File: src/rtl/riscv_constants.sv
// rtl/riscv_constants.sv - core-wide default constants for kana-riscv
package riscv_constants;

   localparam logic [31:0] DEFAULT_RESET_PC = 32'h0000_0000;

endpackage

File: src/rtl/riscv_defs.sv
// rtl/riscv_defs.sv - shared pipeline types for kana-riscv
package riscv_defs;

   typedef struct packed {
      logic [31:0] pc;
      logic [31:0] inst;
   } fetch_entry_t;

endpackage

File: src/rtl/riscv_fetch_fifo.sv
// rtl/riscv_fetch_fifo.sv - in-order fetch buffer; flush wins over push and pop
module riscv_fetch_fifo
   import riscv_defs::*;
#(
   parameter  int unsigned DEPTH = 2,
   localparam int unsigned AW    = $clog2(DEPTH),
   localparam int unsigned CW    = AW + 1
) (
   input  logic          clk,
   input  logic          rst,
   input  logic          push_i,
   input  fetch_entry_t  push_entry_i,
   input  logic          pop_i,
   input  logic          flush_i,
   output fetch_entry_t  head_o,
   output logic [CW-1:0] occ_o
);

   fetch_entry_t  mem_q [DEPTH];
   logic [AW-1:0] wr_ptr_q, wr_ptr_d;
   logic [AW-1:0] rd_ptr_q, rd_ptr_d;
   logic [CW-1:0] occ_q, occ_d;
   logic          do_pop;

   assign do_pop = pop_i && (occ_q != '0);

   always_comb begin
      wr_ptr_d = wr_ptr_q;
      rd_ptr_d = rd_ptr_q;
      occ_d    = occ_q;
      if (flush_i) begin
         wr_ptr_d = '0;
         rd_ptr_d = '0;
         occ_d    = '0;
      end else begin
         if (push_i) wr_ptr_d = wr_ptr_q + AW'(1);
         if (do_pop) rd_ptr_d = rd_ptr_q + AW'(1);
         occ_d = occ_q + CW'(push_i) - CW'(do_pop);
      end
   end

   always_ff @(posedge clk) begin
      if (rst) begin
         wr_ptr_q <= '0;
         rd_ptr_q <= '0;
         occ_q    <= '0;
      end else begin
         wr_ptr_q <= wr_ptr_d;
         rd_ptr_q <= rd_ptr_d;
         occ_q    <= occ_d;
      end
   end

   // Storage carries no reset; occupancy alone decides what is valid.
   always_ff @(posedge clk) begin
      if (!rst && !flush_i && push_i) mem_q[wr_ptr_q] <= push_entry_i;
   end

   assign head_o = mem_q[rd_ptr_q];
   assign occ_o  = occ_q;

endmodule

File: src/rtl/riscv_fetch.sv
// rtl/riscv_fetch.sv - instruction fetch stage; RISCV_FETCH_STALL_CNT_EN adds stall_cnt
module riscv_fetch
   import riscv_defs::*;
   import riscv_constants::*;
#(
   parameter logic [31:0] RESET_PC   = DEFAULT_RESET_PC,
   parameter int unsigned FIFO_DEPTH = 2
) (
   input  logic        clk,
   input  logic        rst,
   output logic        imem_req_valid,
   input  logic        imem_req_ready,
   output logic [31:0] imem_req_addr,
   input  logic        imem_rsp_valid,
   input  logic [31:0] imem_rsp_data,
   input  logic        redirect_valid,
   input  logic [31:0] redirect_pc,
   output logic        inst_valid,
   input  logic        inst_ready,
   output logic [31:0] inst,
   output logic [31:0] inst_pc
`ifdef RISCV_FETCH_STALL_CNT_EN
   ,
   output logic [31:0] stall_cnt
`endif
);

   localparam int unsigned CW  = $clog2(FIFO_DEPTH) + 1;
   localparam int unsigned CW1 = CW + 1;

   logic [31:0]   req_pc_q, req_pc_d;
   logic [31:0]   rsp_pc_q, rsp_pc_d;
   logic [CW-1:0] outstanding_q, outstanding_d;
   logic [CW-1:0] drop_cnt_q, drop_cnt_d;
   logic [CW-1:0] occ;
   logic [CW1-1:0] credit_used;
   logic [31:0]   redirect_pc_aligned;
   logic          pop, req_fire, rsp_keep;
   fetch_entry_t  head, push_entry;

   assign redirect_pc_aligned = redirect_pc & ~32'h3;
   assign inst_valid          = (occ != '0);
   assign pop                 = inst_valid && inst_ready;

   // Credit counts both buffered and in-flight words so every response has a slot.
   assign credit_used    = {1'b0, occ} + {1'b0, outstanding_q} - CW1'(pop);
   assign imem_req_valid = !rst && !redirect_valid && (credit_used < CW1'(FIFO_DEPTH));
   assign imem_req_addr  = req_pc_q;
   assign req_fire       = imem_req_valid && imem_req_ready;
   assign rsp_keep       = imem_rsp_valid && !redirect_valid && (drop_cnt_q == '0);

   always_comb begin
      req_pc_d      = req_pc_q;
      rsp_pc_d      = rsp_pc_q;
      drop_cnt_d    = drop_cnt_q;
      outstanding_d = outstanding_q + CW'(req_fire) - CW'(imem_rsp_valid);
      if (redirect_valid) begin
         req_pc_d   = redirect_pc_aligned;
         rsp_pc_d   = redirect_pc_aligned;
         drop_cnt_d = outstanding_q - CW'(imem_rsp_valid);
      end else begin
         if (req_fire) req_pc_d = req_pc_q + 32'd4;
         if (rsp_keep) begin
            rsp_pc_d = rsp_pc_q + 32'd4;
         end else if (imem_rsp_valid) begin
            drop_cnt_d = drop_cnt_q - CW'(1);
         end
      end
   end

   always_ff @(posedge clk) begin
      if (rst) begin
         req_pc_q      <= RESET_PC;
         rsp_pc_q      <= RESET_PC;
         outstanding_q <= '0;
         drop_cnt_q    <= '0;
      end else begin
         req_pc_q      <= req_pc_d;
         rsp_pc_q      <= rsp_pc_d;
         outstanding_q <= outstanding_d;
         drop_cnt_q    <= drop_cnt_d;
      end
   end

   assign push_entry.pc   = rsp_pc_q;
   assign push_entry.inst = imem_rsp_data;

   riscv_fetch_fifo #(
      .DEPTH (FIFO_DEPTH)
   ) u_fifo (
      .clk          (clk),
      .rst          (rst),
      .push_i       (rsp_keep),
      .push_entry_i (push_entry),
      .pop_i        (pop),
      .flush_i      (redirect_valid),
      .head_o       (head),
      .occ_o        (occ)
   );

   assign inst    = head.inst;
   assign inst_pc = head.pc;

`ifdef RISCV_FETCH_STALL_CNT_EN
   logic [31:0] stall_cnt_q, stall_cnt_d;

   always_comb begin
      stall_cnt_d = stall_cnt_q;
      if (!inst_valid && (stall_cnt_q != 32'hFFFF_FFFF)) stall_cnt_d = stall_cnt_q + 32'd1;
   end

   always_ff @(posedge clk) begin
      if (rst) stall_cnt_q <= '0;
      else     stall_cnt_q <= stall_cnt_d;
   end

   assign stall_cnt = stall_cnt_q;
`endif

endmodule

File: config.mk
export PLATFORM = sky130hd
export DESIGN_NAME = riscv_fetch
export DESIGN_NICKNAME = d
export VERILOG_FILES = /design/src/rtl/riscv_constants.sv /design/src/rtl/riscv_defs.sv /design/src/rtl/riscv_fetch_fifo.sv /design/src/rtl/riscv_fetch.sv
export SDC_FILE = /design/constraint.sdc
export NUM_CORES = 1
export LEC_CHECK = 0
export BUFFER_PORTS_ARGS = -buffer_cell sky130_fd_sc_hd__buf_2
export CORE_MARGIN = 2
export CORE_UTILIZATION = 55
export CTS_CLUSTER_DIAMETER = 60
export DETAILED_ROUTE_END_ITERATION = 16
export GPL_ROUTABILITY_DRIVEN = 0
export GPL_TIMING_DRIVEN = 0
export PLACE_DENSITY = 0.81
export SYNTH_ARGS = -nofsm -noshare
export SYNTH_HDL_FRONTEND = slang
export SYNTH_SLANG_ARGS = --single-unit
File: constraint.sdc
create_clock -name clk -period 5 [get_ports clk]
set_input_delay 0.25 -clock clk [delete_from_list [all_inputs] [get_ports clk]]
set_output_delay 0.25 -clock clk [all_outputs]
set_load 0.01 [all_outputs]
* After elaboration in Yosys (flattened, before gate mapping)
Memories as Yosys holds them, arrays and structs flattened. A register that Yosys moved wholly into a read port is not among the register bits. Index checks and enable logic that the tools add are counted. Widths: inputs -> output; s select.
Operators by class: add/subtract/negate cells 12, multipliers 0, divide/modulo/power cells 0, $lt $le $gt $ge 1, equality and inequality tests 1, shift operators 0, multiplexer cells 11, bitwise gates (word level) 0, reduce and logical (&&, ||, !) cells 17
Operators with widths (count):
- $mux 32 | 4
- $add 32x3->32 const B | 2
- $logic_and 1x1->1 | 8
- $reduce_bool 2->1 | 4
- $mux 2 | 3
- $sub 2x1->2 | 3
- $add 2x1->2 | 2
- $mux 1 | 4
- $add 2x2->3 | 1
- $lt 3x2->1 const B | 1
- $sub 3x1->3 | 1
- $add 1x1->1 const B | 2
- $logic_not 1->1 | 2
- $logic_not 2->1 | 1
- $ne 2x2->1 const B | 1
- $reduce_and 2->1 | 1
- $reduce_or 2->1 | 1
- $sub 2x1->2 const B | 1
Word-level totals: flip-flop bits (word level) 72, bits in latches 0, bits in writable memories 128, ROM bits 0, input port bits 70, output and inout port bits 98, word-level logic and storage cells 52, memories kept 1
Memory list:
- u_fifo.mem_q | depth 2, width 64, read ports 1, clocked after memory_dff 1, wr ports 1, line riscv_fetch_fifo.sv:19 | fetch_entry_t mem_q [DEPTH];

* Logic depth before layout (Yosys ltp)
Gate-level depths: netlist (run 1).
depth after elaboration 8, mapped depth 16, gate-level depth less buffers 15

* By module
A second synthesis (run 1) with hierarchy kept.
Unflattened totals: cells, all modules 695, area, all modules 9049.9 um2
By module, submodules not included:
- riscv_fetch_fifo | instances 1, cells an instance 221, area an instance 5162.5 um2, seq. area each 3943.8 um2
- riscv_fetch | instances 1, cells an instance 474, area an instance 3887.5 um2, seq. area each 1281.2 um2

* Worst setup path before layout (run 1)
No wires, ideal clock.
kind register to register, start point register drop_cnt_q[0], end point memory u_fifo.mem_q[0][0] (netlist bit), enable pin, setup time 0.482 ns, data arrival time 3.396 ns, data required time 4.518 ns, slack 1.122 ns, stages on the path, launching flop included 5, path buffers 0, clock period less this slack 3.878 ns, cell sequence dfxtp_1 -> inv_1 -> ha_1 -> nand3_1 -> nor2_1
On the way: longest elaborated chain between the ends 5
RTL lines:
- from (decl) | line riscv_fetch.sv:34 | logic [CW-1:0] drop_cnt_q, drop_cnt_d;
- from (signal assigned) | line riscv_fetch.sv:81 | drop_cnt_q <= drop_cnt_d;
- $logic_not 2->1 | line riscv_fetch.sv:50 | assign rsp_keep = imem_rsp_valid && !redirect_valid && (drop_cnt_q == '0);
- $logic_and 1x1->1 | line riscv_fetch.sv:50
- $logic_and 1x1->1 | line riscv_fetch_fifo.sv:56 | if (!rst && !flush_i && push_i) mem_q[wr_ptr_q] <= push_entry_i;
- $mux 1 | line riscv_fetch_fifo.sv:56
- $mux 1 (not written as such) | line riscv_fetch_fifo.sv:56
- to (decl) | line riscv_fetch_fifo.sv:19
No other way between the ends.

* Final worst setup path (run 1)
start point register u_fifo.occ_q[1] (netlist: u_fifo.occ_o[1]), end point register outstanding_q[1]
On the way: longest elaborated chain between the ends 8, elaborated cells on any way between the ends 9, classes of those cells add/sub: 4; order compare: 1; reduce/logical: 4
RTL lines:
- from (decl) | line riscv_fetch_fifo.sv:22 | logic [CW-1:0] occ_q, occ_d;
- from (signal assigned) | line riscv_fetch_fifo.sv:46 | occ_q <= '0;
- from (signal assigned) | line riscv_fetch_fifo.sv:50 | occ_q <= occ_d;
- parallel branches: the longest is 2 deep, another holds $add 2x2->3
- $sub 3x1->3 (*) | line riscv_fetch.sv:46 | assign credit_used = {1'b0, occ} + {1'b0, outstanding_q} - CW1'(pop);
- $lt 3x2->1 (*) | line riscv_fetch.sv:47 | assign imem_req_valid = !rst && !redirect_valid && (credit_used < CW1'(FIFO_DEPTH));
- $logic_and 1x1->1 (*) | line riscv_fetch.sv:47
- $logic_and 1x1->1 (*) | line riscv_fetch.sv:49 | assign req_fire = imem_req_valid && imem_req_ready;
- $add 2x1->2 (*) | line riscv_fetch.sv:56 | outstanding_d = outstanding_q + CW'(req_fire) - CW'(imem_rsp_valid);
- $sub 2x1->2 (*) | line riscv_fetch.sv:56
- to (signal assigned) | line riscv_fetch.sv:80 | outstanding_q <= outstanding_d;
- to (decl) | line riscv_fetch.sv:33 | logic [CW-1:0] outstanding_q, outstanding_d;
Every way passes the cells marked *. A chain may end at the register's enable or synchronous reset.

==> results.txt, run 1 <==
Outcome = finished clean
Routed Antenna Nets = 0
Leakage power = 3.806 nW
Largest net degree at the start of global routing = 33
Share of cells above drive strength 1 = 0.3238
Dpl ws = 1.585 ns
Cell internal pwr = 0.002913 W
DRC violations left = 0
Post-layout min period = 3.460 ns
Commonest cells after routing, fill and taps aside = 165 x buf_2, 124 x edfxtp_1, 69 x dfxtp_1, 63 x mux2_2, 39 x nand2_1
Max IR drop VDD = 0.0002386 V
Max-Cap Viols = 0
Slew HR = 0.3501
Vias = 6,143
FF-to-FF path depth = 16
Post-DP HPWL = 13.81 mm
Vias in the first global route = 5,853
CP required = 5.30 ns
Root buffer cell = clkbuf_16
Fin. Hold Viols = 0
Switching part of the total power = 0.2259
Hold path cells = 1
DP Cell Count = 1,017
Worst setup EP type = flop
Core Rows = 45
RSZ-0062 raised after global routing = no
Yosys warning count = 0
Clock sinks = 193
PortBufs = 161
Post-synth top flop = edfxtp_1
R2r setup slk = 1.54 ns
DRT iter0 DRCs = 462
WP data arrival = 3.76 ns
Max Slew Vio Count = 0
Slew of the pin with the lowest slew margin = 0.9725 ns
Post-cts resize count = 0
Via density = 5.801
Leading cell type in the layout, fill and taps excluded = buf_2
Tcrit/Tclk final = 0.6921
Chip height = 127.4 um
Cell variety after synth = 61
CTS clock-pin slew for the worst setup and hold paths = 0.07 ns
Setup WS post-layout = 1.540 ns
Sw Pwr = 0.0008500 W
Seq pwr share = 0.487
Die width = 127.4 um
Starting density of the core = 0.5571
Combinational power share = 0.098
WS Path Type = flop to flop
CTS tree = yes
N_diodes = 0
Critical Path Start Type = flop
Post-synth EDFFs = 124
Hold crit path type = input pin to flop
Clock tree buffer depth = 2
Worst Skew = 0.007409 ns
Wire per inst = 18.80 um
Die area = 16,230 um^2
Synth Instances = 663
Setup-failing EPs final = 0
Non-Filler Instances = 1,059
Global route total overflow = 0
Critical Path Fanout Max = 10
Total power = 0.003763 W
Global-route wire length before repair = 30.36 mm
Seq/Total Area, Yosys = 0.6095
Final wirelength = 19.91 mm
Highest Clock Rate = 289.0 MHz
Post-Route Setup TNS = 0 ns
H-tree levels = 4
Initial antenna violation count = 0
DR pass1 iterations = 5
TritonCTS Buffers = 17
Clock latency on the worst-skew pair = 0.42 ns
Area Overhead vs Synth = 22.72%
Synth Area per Inst = 12.63 um^2
Clock network power share = 0.414
Core ar. = 15,030 um^2
PwrDens = 366.1 nW/um^2
Fraction of registers with async set/reset = 0
Cell Area, Synth = 8376 um^2
Flops & latches, synth = 193
I/O pin count = 168
All-Layer GR Usage = 0.2424
Nets = 939
[through the flow]
| stage | util | hold WS [ns] | area [um^2] |
|---|---|---|---|
| after global placement | 0.6271 | 0.4372 | 9428 |
| after global routing | 0.6837 | 0.001313 | 10280 |
| after detailed placement | 0.6308 | 0.4411 | 9483 |
| after CTS | 0.6817 | 0.001369 | 10250 |
| after floorplan | - | 0.3489 | 8387 |
| final | 0.6837 | 0.01499 | 10280 |
[worst max-delay path, cell delays in order, from the launching register on]
cell,delay [ns]
dfxtp_1,0.32
inv_1,0.08
nand2_1,0.06
and2_1,0.17
ha_1,0.27
inv_1,0.07
nand2_1,0.06
fa_1,0.53
nand4bb_1,0.18
nor2_2,0.39
inv_2,0.17
clkbuf_1,0.27
ha_1,0.34
inv_1,0.04
ha_1,0.18
xnor2_1,0.15
nor2_1,0.05
[kinds of logic after synthesis]
kind of cell,Yosys count,synth area share
compound gates,109,0.08575
mux,65,0.08709
other cells,1,0.0004477
xor+xnor,50,0.05229
simple gates,181,0.1225
buf+inv,54,0.02659
flops,193,0.6095
fa+ha+maj,10,0.01584
[Yosys cell counts, types with 2 or more instances]
master | instances | area, um^2
edfxtp_1 | 124 | 3724
dfxtp_1 | 69 | 1381
mux2_2 | 63 | 709.4
nand2_1 | 39 | 146.4
xnor2_1 | 35 | 306.5
nor2_1 | 33 | 123.9
clkbuf_1 | 23 | 86.33
a21oi_1 | 22 | 110.1
nand3_1 | 22 | 110.1
nand4_1 | 20 | 125.1
inv_1 | 18 | 67.56
nor3_1 | 18 | 90.09
xor2_1 | 15 | 131.4
o21ai_0 | 13 | 65.06
a31oi_1 | 12 | 75.07
a211oi_1 | 11 | 82.58
ha_1 | 9 | 112.6
o21a_1 | 9 | 67.56
a21boi_0 | 8 | 60.06
and2_1 | 8 | 50.05
and3_1 | 7 | 43.79
o22ai_1 | 7 | 43.79
and4_1 | 6 | 52.55
a21boi_1 | 5 | 37.54
a22oi_1 | 5 | 37.54
or3_1 | 5 | 31.28
a21o_1 | 4 | 30.03
buf_2 | 4 | 20.02
buf_4 | 4 | 30.03
a311oi_1 | 3 | 26.28
buf_1 | 3 | 11.26
nor3_2 | 3 | 30.03
a221oi_1 | 2 | 17.52
a32oi_1 | 2 | 17.52
mux2i_1 | 2 | 20.02
nor4_1 | 2 | 12.51
nor4_2 | 2 | 25.02
nor4_4 | 2 | 42.54
o211ai_1 | 2 | 15.01
[worst paths after layout]
kind,from,endpoint
max,u_fifo.occ_o[1],outstanding_q[1]
min,imem_rsp_data[15],u_fifo.mem_q[1][15]
max reg2reg,u_fifo.occ_o[1],outstanding_q[1]
min reg2reg,rsp_pc_q[7],u_fifo.mem_q[0][39]
[flip-flops by register name, indices dropped and copies added, names as in the netlist, named ones only]
register / count
imem_req_addr: 30
drop_cnt_q: 2
u_fifo.wr_ptr_q: 1
u_fifo.occ_o: 2
rsp_pc_q: 30
outstanding_q: 2
u_fifo.rd_ptr_q: 1
u_fifo.mem_q: 124
[cell type report]
cell class	count	area, um^2
Sequential cell	193	5105
Fill cell	1058	4755
Multi-Input combinational cell	419	3074
Timing Repair Buffer	174	955.9
Clock buffer	17	425.4
Clock inverter	14	260.3
Tap cell	188	235.2
Buffer	34	147.6
Inverter	20	75.07
[layer usage]
| layer | global-route usage | wire (um) | vias up |
|---|---|---|---|
| met5 | 0 | 0 | - |
| met4 | 0.1015 | 523 | 0 |
| met3 | 0.05653 | 1887 | 40 |
| met2 | 0.3938 | 9409 | 361 |
| met1 | 0.3147 | 8092 | 2883 |
| li1 | - | - | 2859 |
[power by group through the flow]
stage          Combinational [W]  Sequential (W)  Clock [W]
2_1_floorplan           0.000212         0.00186          0
3_3_place_gp            0.000345         0.00187          0
3_5_place_dp            0.000356         0.00187          0
4_1_cts                 0.000365         0.00183    0.00158
5_1_grt                 0.000402         0.00184    0.00164
6_report                0.000371         0.00183    0.00156
[what timing repair did]
item / in CTS / in global routing
buffers inserted: 0 / 0
hold buffers: 8 / 3
hold endpoints to repair: 16 / 5
Power figures use the tool's default switching activity.
==> run 2: changes to the inputs <==
Settings changed: ABC_AREA set to 1, CORE_UTILIZATION 55 to 51, PLACE_DENSITY 0.81 to 0.78.
Clock period 5 ns to 2.94 ns, I/O delays scaled along.
==> run 2 against run 1 <==
Against the previous run:
- cell count rose by 39%
- hold slack improved by 0.010 ns
- combinational power rose by 80%
- via count rose by 28%
- design area rose by 13%
- routed wire length rose by 20%
- critical endpoint unchanged
- largest power group unchanged
==> results.txt, run 2 <==
Setup-failing EPs final = 0 (unchanged)
Max IR drop VDD = 0.0004529 V (was 0.0002386 V)
Post-synth top flop = edfxtp_1 (unchanged)
TritonCTS Buffers = 17 (unchanged)
Wire per inst = 16.25 um (was 18.80 um)
Max-Cap Viols = 0 (unchanged)
R2r setup slk = 0.15 ns (was 1.54 ns)
Vias = 7,875 (was 6,143)
CTS clock-pin slew for the worst setup and hold paths = 0.07 ns (about the same)
Most frequent cells after synthesis = 247 x nand2_1, 124 x edfxtp_1, 111 x nor2_1 (was 124 x edfxtp_1, 69 x dfxtp_1, 63 x mux2_2)
Crit path cell chain = inv_2 -> nand2_2 -> nand2_1 -> inv_2 -> ha_4 -> inv_2 -> nand2_2 -> fa_2 -> nand2_2 -> nor2_4 -> nand2_2 -> buf_8 -> ha_4 -> inv_2 -> ha_4 -> xor2_2 -> o21ai_1 -> a21oi_1 (was inv_1 -> nand2_1 -> and2_1 -> ha_1 -> inv_1 -> nand2_1 -> fa_1 -> nand4bb_1 -> nor2_2 -> inv_2 -> clkbuf_1 -> ha_1 -> inv_1 -> ha_1 -> xnor2_1 -> nor2_1)
Core Rows = 49 (was 45)
Post-layout min period = 2.790 ns (was 3.460 ns)
Hold crit path type = input pin to flop (unchanged)
Commonest cells after routing, fill and taps aside = 245 x nand2_1, 160 x buf_2, 124 x edfxtp_1, 111 x nor2_1, 100 x inv_1 (was 165 x buf_2, 124 x edfxtp_1, 69 x dfxtp_1, 63 x mux2_2, 39 x nand2_1)
Seq/Total Area, Yosys = 0.5552 (was 0.6095)
Leakage power = 4.582 nW (was 3.806 nW)
Share of the synthesized area in the top cell type = 0.4050 (was 0.4446)
Starting density of the core = 0.5154 (was 0.5571)
Top-count cell post-synth = nand2_1 (was edfxtp_1)
Largest net degree at the start of global routing = 19 (was 33)
Worst path slowest cell = fa_2 (was fa_1)
DR pass1 iterations = 5 (unchanged)
All-Layer GR Usage = 0.2505 (was 0.2424)
Hold wc startpoint = redirect_pc[2] (was imem_rsp_data[15])
Die area = 19,120 um^2 (was 16,230 um^2)
Worst Skew = 0.007297 ns (was 0.007409 ns)
CP required = 3.27 ns (was 5.30 ns)
Hold path cells = 3 (was 1)
Slew HR = 0.4011 (was 0.3501)
Hold path endpoint = imem_req_addr[2] (was u_fifo.mem_q[1][15])
CP max stage delay = 0.54 ns (was 0.53 ns)
Fin. Hold Viols = 0 (unchanged)
Setup WS post-layout = 0.1495 ns (was 1.540 ns)
Yosys warning count = 0 (unchanged)
Final wirelength = 23.86 mm (was 19.91 mm)
Slew of the pin with the lowest slew margin = 0.8955 ns (was 0.9725 ns)
Synth area leader = edfxtp_1 (unchanged)
Critical Path Fanout Max = 7 (was 10)
WP data arrival = 3.12 ns (was 3.76 ns)
Clock sinks = 193 (unchanged)
R2R Path End = outstanding_q[1] (unchanged)
Global route total overflow = 0 (unchanged)
Synth Area per Inst = 9.241 um^2 (was 12.63 um^2)
Cell variety after synth = 38 (was 61)
Initial antenna violation count = 1 (was 0)
Max Slew Vio Count = 0 (unchanged)
DRT iter0 DRCs = 512 (was 462)
Flops & latches, synth = 193 (unchanged)
N_diodes = 0 (unchanged)
Worst r2r src = u_fifo.occ_o[0] (was u_fifo.occ_o[1])
Area Overhead vs Synth = 25.88% (was 22.72%)
Non-Filler Instances = 1,469 (was 1,059)
Leading cell type in the layout, fill and taps excluded = nand2_1 (was buf_2)
Outcome = finished clean (unchanged)
WS Path Type = flop to flop (unchanged)
Worst setup EP type = flop (unchanged)
Max reg flops = 124 (unchanged)
Synth Instances = 995 (was 663)
Global-route wire length before repair = 37.97 mm (was 30.36 mm)
Dpl ws = -0.1687 ns (was 1.585 ns)
DP Cell Count = 1,393 (was 1,017)
Core ar. = 17,840 um^2 (was 15,030 um^2)
Critical Path Start Type = flop (unchanged)
Nets = 1,308 (was 939)
Synth area leaders = edfxtp_1 40%, dfxtp_1 15%, nand2_1 10% (was edfxtp_1 44%, dfxtp_1 16%, mux2_2 8.5%)
I/O pin count = 168 (unchanged)
Cell Area, Synth = 9195 um^2 (was 8376 um^2)
Largest Register = u_fifo.mem_q (unchanged)
PortBufs = 159 (was 161)
Clock tree buffer depth = 2 (unchanged)
Fraction of registers with async set/reset = 0 (unchanged)
CTS tree = yes (unchanged)
Chip height = 138.3 um (was 127.4 um)
Tcrit/Tclk final = 0.9491 (was 0.6921)
Post-DP HPWL = 17.42 mm (was 13.81 mm)
RSZ-0062 raised after global routing = no (unchanged)
Via density = 5.361 (was 5.801)
Share of cells above drive strength 1 = 0.2476 (was 0.3238)
FF-to-FF path depth = 18 (was 16)
DRC violations left = 0 (unchanged)
Routed Antenna Nets = 0 (unchanged)
Post-synth EDFFs = 124 (unchanged)
PwrDens = 520.6 nW/um^2 (was 366.1 nW/um^2)
H-tree levels = 4 (unchanged)
Highest Clock Rate = 358.4 MHz (was 289.0 MHz)
Clock latency on the worst-skew pair = 0.44 ns (was 0.42 ns)
Root buffer cell = clkbuf_16 (unchanged)
Vias in the first global route = 7,434 (was 5,853)
Die width = 138.3 um (was 127.4 um)
## run 2: cell types whose count changed after synthesis, moves of 7 or more
cell,previous run,this run
xnor2_1,35,7
nand3_1,22,67
a21boi_0,8,0
a211oi_1,11,0
inv_1,18,106
nor2_1,33,111
o21ai_0,13,41
clkbuf_1,23,16
nand2_1,39,247
and2_1,8,1
nand4_1,20,7
o21a_1,9,0
nor3_1,18,6
a21oi_1,22,53
## run 2: logic make-up (layout without fill, tap and decap cells)
logic type / count (synthesis) / after routing / share of synthesized area
other: 1 / 4 / 0.0004078
AO/OA/AOI/OAI: 115 / 115 / 0.06654
adder cells (fa/ha/maj): 10 / 10 / 0.01442
flip-flops: 193 / 193 / 0.5552
buffers and inverters: 138 / 380 / 0.06178
XOR/XNOR: 20 / 20 / 0.01905
AND/OR/NAND/NOR: 456 / 456 / 0.2067
multiplexers: 62 / 62 / 0.07593
## run 2: cell type report
type                    count  area, um^2
inverters                 107       401.6
clock buffers              17       425.4
plain buffers              30       158.9
well taps                 229       286.5
multi-input cells         667        3616
flip-flops and latches    193        5106
fillers                  1470        6266
clock inverters            14       151.4
repair buffers            212        1429
## run 2: worst max-delay path: cells and delay by family, from the launching register on
family / cells / cell delay, ns
buffers and inverters: 5 / 0.38
AND/OR/NAND/NOR: 6 / 0.50
AO/OA/AOI/OAI: 2 / 0.18
XOR/XNOR: 1 / 0.14
flip-flops: 1 / 0.34
adder cells (fa/ha/maj): 4 / 1.15
## run 2: worst max path at each step
stage / slack (ns) / to / cells after the start / from
final: 0.15 / outstanding_q[1] / 18 / u_fifo.occ_o[0]
after global routing: 0.03 / outstanding_q[1] / 18 / u_fifo.occ_o[0]
after CTS: 0.05 / outstanding_q[1] / 18 / u_fifo.occ_o[1]
after detailed placement: -0.17 / outstanding_q[1] / 19 / u_fifo.occ_o[1]
after global placement: -1.85 / u_fifo.mem_q[0][58] / 4 / drop_cnt_q[0]
after floorplan: -0.59 / u_fifo.mem_q[0][0] / 4 / drop_cnt_q[0]
## run 2: stage by stage
stage               hold WS (ns)  total power [W]  TNS [ns]  instance area, um^2    util
finish                   0.02494         0.006026         0                11570  0.6488
global route             0.02873         0.006251         0                11570  0.6488
CTS                      0.01519         0.006033         0                11500  0.6444
detailed placement        0.3386         0.003731   -0.1729                10500  0.5888
global placement          0.3347         0.003694   -228.43                10300  0.5772
floorplan                 0.2459         0.003473    -73.78                 9216       -
## run 2: routing by layer
layer,vias to the layer above,routed length [um],global-route usage
li1,3780,-,-
met1,3634,9778,0.3278
met2,404,11280,0.4119
met3,57,2078,0.04607
met4,0,726,0.1069
met5,-,0,0
## run 2: what timing repair did
item | in CTS | in global routing
resized for setup | 9 | 9
buffers inserted | 4 | 4
endpoints found under the hold margin | 70 | 0
endpoints found under the setup margin | 2 | 5
hold buffers | 38 | 0
pin swaps | 4 | 6
## run 2: report_power, final
group	leakage (nW)	internal [W]	switching, W
Sequential	1.71	0.00298	0.000108
Clock	0.276	0.00119	0.00107
Combinational	2.60	0.000291	0.000377
Total	4.58	0.00447	0.00156
